### config.mk
export PLATFORM = sky130hd
export DESIGN_NAME = mp_add_sequencer
export DESIGN_NICKNAME = d
export VERILOG_FILES = /design/src/rtl/mp_add_sequencer.sv
export SDC_FILE = /design/constraint.sdc
export NUM_CORES = 1
export LEC_CHECK = 0
export CAP_MARGIN = 20
export CORE_UTILIZATION = 39
export DETAILED_ROUTE_END_ITERATION = 16
export GPL_TIMING_DRIVEN = 0
export PLACE_DENSITY = 0.68
export SKIP_LAST_GASP = 1
export SYNTH_ARGS = -nofsm -noshare
export SYNTH_HDL_FRONTEND = slang
export SYNTH_SLANG_ARGS = --single-unit
### constraint.sdc
create_clock -name clk -period 2.7 [get_ports clk]
set_input_delay 0.27 -clock clk [delete_from_list [all_inputs] [get_ports clk]]
set_output_delay 0.27 -clock clk [all_outputs]
set_load 0.01 [all_outputs]
### src/rtl/mp_add_sequencer.sv
// Multi-precision add/subtract sequencer: streams WORDS limbs, LSB first, through one
// external W-bit combinational adder and chains the carry between limbs.
module mp_add_sequencer #(
  parameter int unsigned W     = 32,
  parameter int unsigned WORDS = 4
) (
  input  logic                 clk,
  input  logic                 reset,
  input  logic                 in_valid,
  output logic                 in_ready,
  input  logic [W*WORDS-1:0]   a_in,
  input  logic [W*WORDS-1:0]   b_in,
  input  logic                 cin,
  input  logic                 sub,
  output logic [W-1:0]         add_a,
  output logic [W-1:0]         add_b,
  output logic                 add_cin,
  input  logic [W-1:0]         add_sum,
  input  logic                 add_cout,
  output logic                 out_valid,
  input  logic                 out_ready,
  output logic [W*WORDS-1:0]   sum_out,
  output logic                 cout_out,
  output logic                 overflow
);

  localparam int unsigned N     = W * WORDS;
  localparam int unsigned IDX_W = (WORDS > 1) ? $clog2(WORDS) : 1;

  localparam logic [1:0] IDLE = 2'd0;
  localparam logic [1:0] RUN  = 2'd1;
  localparam logic [1:0] DONE = 2'd2;

  logic [1:0]       state;
  logic [IDX_W-1:0] idx;
  logic [N-1:0]     a_reg;
  logic [N-1:0]     b_reg;
  logic             carry;
  logic             last_limb;

  assign last_limb = (idx == IDX_W'(WORDS - 1));
  assign in_ready  = (state == IDLE);
  assign out_valid = (state == DONE);

  // b_reg holds the effective operand (already inverted for subtraction), so the
  // overflow test below compares against the B that actually entered the adder.
  always_ff @(posedge clk) begin
    if (reset) begin
      state    <= IDLE;
      idx      <= '0;
      carry    <= 1'b0;
      a_reg    <= '0;
      b_reg    <= '0;
      sum_out  <= '0;
      cout_out <= 1'b0;
      overflow <= 1'b0;
    end else begin
      case (state)
        IDLE: begin
          if (in_valid) begin
            a_reg <= a_in;
            b_reg <= sub ? ~b_in : b_in;
            carry <= sub ? 1'b1 : cin;
            idx   <= '0;
            state <= RUN;
          end
        end
        RUN: begin
          sum_out[idx*W +: W] <= add_sum;
          carry               <= add_cout;
          if (last_limb) begin
            idx      <= '0;
            cout_out <= add_cout;
            overflow <= (a_reg[N-1] == b_reg[N-1]) && (add_sum[W-1] != a_reg[N-1]);
            state    <= DONE;
          end else begin
            idx <= idx + IDX_W'(1);
          end
        end
        DONE: begin
          if (out_ready) begin
            state <= IDLE;
          end
        end
        default: state <= IDLE;
      endcase
    end
  end

  always_comb begin
    add_a   = '0;
    add_b   = '0;
    add_cin = 1'b0;
    if (state == RUN) begin
      add_a   = a_reg[idx*W +: W];
      add_b   = b_reg[idx*W +: W];
      add_cin = carry;
    end
  end

endmodule

==> flow_summary.toml, run 1 <==
[status]
status = "completed"

[clock_network]
clock_path_buffers = 3
clkLatencyLatePin_ns = 0.55
cts.sinks = 391
clkTransAtPathRegs_ns = 0.07
cts_hold_buf = 0
cts_tree = "done"
cts_max_level = 2
root_buffer = "clkbuf_16"
cts_made_buffers = 42

[floorplanning]
die_y_um = 208.4
die_width_um = 208.4
dieArea_um2 = 43440
rows = 75
pin_count = 492
coreArea_um2 = 41950
start_util_pct = 39.62

[timing]
finalSetupViolCount = 0
hold_ws_ns = 0.2557
fin_skew_ns = 0.01237
rsz0062_at_grt = "yes"
fmax_mhz = 373.5
slew_viol_final = 0
finalHoldViolCount = 0
fin_crit_sh_pct = 99.17
worst_slack_ns = 0.02232
tightest_slew_ns = 0.9420
final.setup.tns_ns = 0
maxSlewHeadroom_pct = 37.20
period_needed_ns = 2.678

[worst_setup_path]
crit-reg2reg-capture = "sum_out[11]"
endpoint_kind = "primary output"
crit_start = "idx[0]"
worstSetupPathType = "flop to primary output"
crit_buf_inv = 3
rrSetupSlack_ns = 0.13
crit_cells = 5
slowest_stage = "mux4_2"
cp.arrival_ns = 2.41
cp_top_family = "buffers and inverters"
cp-start-kind = "flop"
reg2reg_depth = 9
reg2reg_from = "idx[0]"
path_max_fanout = 10
cp_cell_sequence = "buf_12, buf_8, mux4_2, nor2b_1, clkdlybuf4s50_1"
cp.required_ns = 2.43
critical-path-max-stage-delay_ns = 0.49

[synthesis]
synthDistinctLibCells = 35
synth-seq-area-share_pct = 47.10
synth_top_family_by_area = "simple AND/OR/NAND/NOR gates"
synth-seq-cells = 391
syn_inst = 1802
synth_compound_gate_area_share_pct = 14.85
synthSimpleGateAreaFrac_pct = 17.01
syn_nets = 2102
synth_xor_area_share_pct = 6.746
synth_area_um2 = 16620
ys_warn_count = 0
synthMuxAreaShare_pct = 8.673
syn_avg_cell_area_um2 = 9.222
synth_adder_area_share_pct = 0.3764

[drt]
antenna_left = 0
first_pass_iters = 6
wl_per_cell_um = 21.08
drc = 0
vias = 15675
drt-total-wl_um = 61750
detail_route.iter0.violations = 1027
via_per_inst = 5.352

[min_path]
min_path_cells = 3
hold_start = "a_in[127]"
hold_end = "a_reg[127]"
hold_path_class = "primary input to flop"

[finish]
nets = 2650
synthToLayoutAreaGrowth_pct = 44.72
multi_input_area_um2 = 7949
seqCellArea_um2 = 7830
final_util_pct = 57.34
fillers = 3719
drive_gt1_share_pct = 11.06

[power]
vdd_ir_drop_max_uv = 349.5
power_mw = 14.76
power-per-cell-area_nw_per_um2 = 613.8
leakagePower_nw = 9.090

[global_routing]
grt_max_degree = 15
grt_pass1_wl_um = 92540
grt_pass1_vias = 15938
gr-total-overflow = 0
grt_usage_pct = 27.83
antenna_found_initial = 13

[job]
maxCapViolCount = 0

[placed_design]
io_buffers = 489
dp_hpwl_um = 47930
dp_slack_ns = -0.8382
place.gp.congestion = 0.9622
## synthesized netlist by cell type
| cell | instances | area share, % |
|---|---|---|
| nor4_2 | 1 | 0.075 |
| buf_4 | 19 | 0.86 |
| a211oi_1 | 128 | 5.8 |
| and3b_1 | 3 | 0.16 |
| ha_1 | 5 | 0.38 |
| nand4_1 | 1 | 0.038 |
| inv_1 | 3 | 0.068 |
| nor2_1 | 132 | 3.0 |
| mux4_2 | 64 | 8.7 |
| nor3b_4 | 1 | 0.11 |
| o21ai_0 | 56 | 1.7 |
| buf_2 | 61 | 1.8 |
| nor4b_1 | 1 | 0.053 |
| or3b_2 | 1 | 0.053 |
| clkbuf_1 | 76 | 1.7 |
| nor4b_4 | 1 | 0.14 |
| nor4b_2 | 1 | 0.090 |
| xnor2_1 | 128 | 6.7 |
| o31ai_1 | 1 | 0.045 |
| a32o_1 | 32 | 1.9 |
| buf_6 | 9 | 0.61 |
| buf_1 | 6 | 0.14 |
| a21oi_1 | 173 | 5.2 |
| nand2_1 | 331 | 7.5 |
| a31oi_1 | 1 | 0.038 |
| nand2b_1 | 3 | 0.11 |
| inv_2 | 1 | 0.023 |
| nand3_1 | 97 | 2.9 |
| o21a_1 | 2 | 0.090 |
| o221a_2 | 1 | 0.068 |
| nor2b_1 | 65 | 2.4 |
| dfxtp_1 | 391 | 47 |
| nand3b_1 | 5 | 0.23 |
| and4bb_2 | 1 | 0.075 |
| nor3b_1 | 1 | 0.045 |
## layer usage
metal | part of all wire (%) | routed length [um] | vias to the layer above | track usage (%)
met5 | 0.039 | 24 | - | 0
met4 | 4.2 | 2564 | 4 | 12.82
met3 | 6.2 | 3838 | 145 | 4.740
met2 | 49 | 30320 | 595 | 48.20
met1 | 40 | 25000 | 7586 | 33.59
li1 | - | - | 7345 | -
## cell families (layout without fill, tap and decap cells)
logic type | Yosys count | after routing
AO/OA/AOI/OAI | 394 | 394
XOR/XNOR | 128 | 128
adder cells (fa/ha/maj) | 5 | 5
buffers and inverters | 175 | 752
flip-flops | 391 | 391
multiplexers | 64 | 64
other | 0 | 11
AND/OR/NAND/NOR | 645 | 645
## stage by stage
step / std cells / area [um^2]
floorplan: 1802 / 16620
global route: 2927 / 24050
global placement: 2830 / 22190
finish: 2929 / 24050
CTS: 2915 / 23910
detailed placement: 2830 / 22190
## how the worst max path moves through the flow
| stage | end | slack, ns |
|---|---|---|
| floorplan | sum_out[78] | 0.35 |
| global placement | sum_out[80] | -0.82 |
| detailed placement | sum_out[82] | -0.84 |
| CTS | add_b[22] | -0.07 |
| global route | add_b[5] | -0.03 |
| finish | add_b[5] | 0.02 |
## report_power, final
group	switching, mW	internal [mW]	leakage, nW	total [mW]
Clock	2.43	3.73	0.721	6.16
Combinational	1.13	1.18	5.17	2.31
Sequential	0.187	6.10	3.20	6.29
## final cells by class
| type | instances | area share (%) |
|---|---|---|
| inverters | 4 | 0.06243 |
| multi-input cells | 1236 | 33.05 |
| diodes | 11 | 0.1145 |
| repair buffers | 504 | 21.15 |
| plain buffers | 171 | 4.183 |
| well taps | 539 | 2.804 |
| flip-flops and latches | 391 | 32.56 |
| clock inverters | 17 | 1.030 |
| clock buffers | 56 | 5.052 |
## cells in the final DEF, fill, tap and decap left out, types with 6 or more instances in the layout
| cell | n |
|---|---|
| nor2b_1 | 65 |
| clkbuf_8 | 13 |
| diode_2 | 11 |
| clkbuf_16 | 43 |
| xnor2_1 | 128 |
| nor2_1 | 132 |
| a32o_1 | 32 |
| dfxtp_1 | 389 |
| buf_2 | 57 |
| dlymetal6s2s_1 | 26 |
| clkbuf_2 | 6 |
| bufinv_16 | 6 |
| a211oi_1 | 128 |
| buf_6 | 10 |
| clkbuf_1 | 72 |
| buf_4 | 27 |
| clkinv_2 | 7 |
| a21oi_1 | 173 |
| mux4_2 | 64 |
| nand2_1 | 329 |
| nand3_1 | 97 |
| buf_12 | 8 |
| clkdlybuf4s50_1 | 425 |
| o21ai_0 | 56 |
| dlygate4sd2_1 | 33 |
## worst reg2reg max path: cells and delay by family (launching register included)
family / cells / cell delay (ns)
and+or+nand+nor: 2 / 0.92
buffers and inverters: 5 / 0.80
DFF: 1 / 0.34
adders and majority gates: 1 / 0.31
AOI/OAI and AO/OA: 1 / 0.15
## repair_timing
item / CTS / global route
endpoints found under the setup margin: 193 / 84
gates resized for setup: 90 / 41
cloned: 1 / 0
setup buffers: 11 / 3
pin swaps: 1 / 1
(Power assumes the default switching activity.)
==> run 2, diff against run 1 <==
--- a/config.mk
+++ b/config.mk
@@ -9,6 +9,7 @@
 export CORE_UTILIZATION = 39
 export DETAILED_ROUTE_END_ITERATION = 16
 export GPL_TIMING_DRIVEN = 0
+export MAX_ROUTING_LAYER = met4
 export PLACE_DENSITY = 0.68
 export SKIP_LAST_GASP = 1
 export SYNTH_ARGS = -nofsm -noshare
==> constraint.sdc (replaced) <==
create_clock -name clk -period 2.6 [get_ports clk]
set_input_delay 0.26 -clock clk [delete_from_list [all_inputs] [get_ports clk]]
set_output_delay 0.26 -clock clk [all_outputs]
set_load 0.01 [all_outputs]
==> flow_summary.toml, run 2 (same netlist as run 1, synthesis figures left out) <==
[status]
status = "completed"

[clock_network]
clock_path_buffers = 3
cts_tree = "done"
clkTransAtPathRegs_ns = 0.06
cts_max_level = 2
cts.sinks = 391
cts_hold_buf = 0
clkLatencyLatePin_ns = 0.55
cts_made_buffers = 41
root_buffer = "clkbuf_16"

[worst_setup_path]
cp.required_ns = 2.34
cp_top_family = "buffers and inverters"
slowest_stage = "mux4_2"
cp_cell_sequence = "buf_12, buf_12, bufbuf_16, mux4_2, nor2b_1, buf_2"
endpoint_kind = "primary output"
path_max_fanout = 7
worstSetupPathType = "flop to primary output"
critical-path-max-stage-delay_ns = 0.50
crit_path_frequent_cell = "buf_12"
reg2reg_depth = 9
crit_buf_inv = 4
crit_cells = 6
cp-start-kind = "flop"
cp.arrival_ns = 2.28

[finish]
final_cell_mix = "424 x clkdlybuf4s50_1, 389 x dfxtp_1, 329 x nand2_1"
nets = 2651
synthToLayoutAreaGrowth_pct = 43.68
finalInstanceArea_um2 = 23880
final_util_pct = 56.92
drive_gt1_share_pct = 11.20
layout_commonest_cell = "clkdlybuf4s50_1"

[floorplanning]
die_width_um = 208.4
pin_count = 492
dieArea_um2 = 43440
die_y_um = 208.4
start_util_pct = 39.62
coreArea_um2 = 41950
rows = 75

[timing]
slew_viol_final = 0
fin_skew_ns = 0.01320
maxSlewHeadroom_pct = 36.74
finalHoldViolCount = 0
hold_ws_ns = 0.2487
finalSetupViolCount = 0
period_needed_ns = 2.537
tightest_slew_ns = 0.9489
fmax_mhz = 394.1
fin_crit_sh_pct = 97.59

[drt]
via_per_inst = 5.343
drt-total-wl_um = 62010
dr_wl_met2_um = 31040
vias = 15619
antenna_left = 0
met1_length_um = 25150
wl_per_cell_um = 21.21
top_layer = "met4"
detail_route.iter0.violations = 1112
first_pass_iters = 6
met3WireLength_um = 3698
drc = 0

[global_routing]
grt_max_degree = 15
grt_pass1_vias = 15645
antenna_found_initial = 10
grt_pass1_wl_um = 92850
gr-total-overflow = 0
grt_usage_pct = 28.89

[power]
vdd_ir_drop_max_uv = 368.4
power-per-cell-area_nw_per_um2 = 626.6
leakagePower_nw = 8.699

[placed_design]
dpl_cell_area_um2 = 22190
io_buffers = 489
place.gp.congestion = 0.9634
dp_hpwl_um = 48170

[min_path]
hold_path_class = "primary input to flop"
min_path_cells = 3

[job]
maxCapViolCount = 0
run 2: worst paths after layout:
check                             startpoint  slack [ns]           end
worst max-delay path                  idx[0]        0.06     add_a[20]
worst min-delay path                a_in[31]        0.25     a_reg[31]
worst max register to register        idx[1]        0.13   sum_out[73]
worst min register to register  sum_out[110]        0.45  sum_out[110]
run 2: layout make-up:
type / instances / area (um^2)
Clock buffer: 58 / 1210
Inverter: 4 / 15.01
Antenna cell: 10 / 25.02
Sequential cell: 391 / 7830
Buffer: 170 / 1003
Fill cell: 3734 / 18070
Multi-Input combinational cell: 1236 / 7958
Timing Repair Buffer: 507 / 5019
Tap cell: 539 / 674.4
Clock inverter: 8 / 142.6
run 2: worst min-delay path: cells and delay by family:
family / cells / cell delay [ns]
compound gates: 1 / 0.05
buf+inv: 1 / 0.40
simple gates: 1 / 0.06
run 2: through the flow:
step | worst slack [ns] | instances | TNS [ns] | power [mW]
detailed placement | -1.063 | 2830 | -94.33 | 8.989
CTS | -0.1225 | 2907 | -0.1225 | 15.00
global route | -0.02970 | 2923 | -0.02970 | 15.47
floorplan | 0.2483 | 1802 | 0 | 7.856
global placement | -0.9270 | 2830 | -85.01 | 8.943
finish | 0.06270 | 2923 | 0 | 14.96
run 2: where the power goes:
part / switching (mW) / internal, mW / leakage, nW
clock: 2.41 / 3.61 / 0.666
sequential: 0.193 / 6.34 / 3.20
combinational: 1.18 / 1.23 / 4.83
total: 3.79 / 11.2 / 8.70
run 2: repair_timing:
action | 4_1_cts | 5_1_grt
hold endpoints to repair | 0 | 0
pin swaps | 2 | 1
buffers inserted | 10 | 6
cloned | 2 | 0
endpoints found under the setup margin | 193 | 49
resized for setup | 152 | 4
run 2: per-layer routing:
metal  track usage [%]  vias up
li1                  -     7325
met1             34.04     7624
met4             12.21        0
met3             4.302      114
met2             49.01      556
met5                 -        -
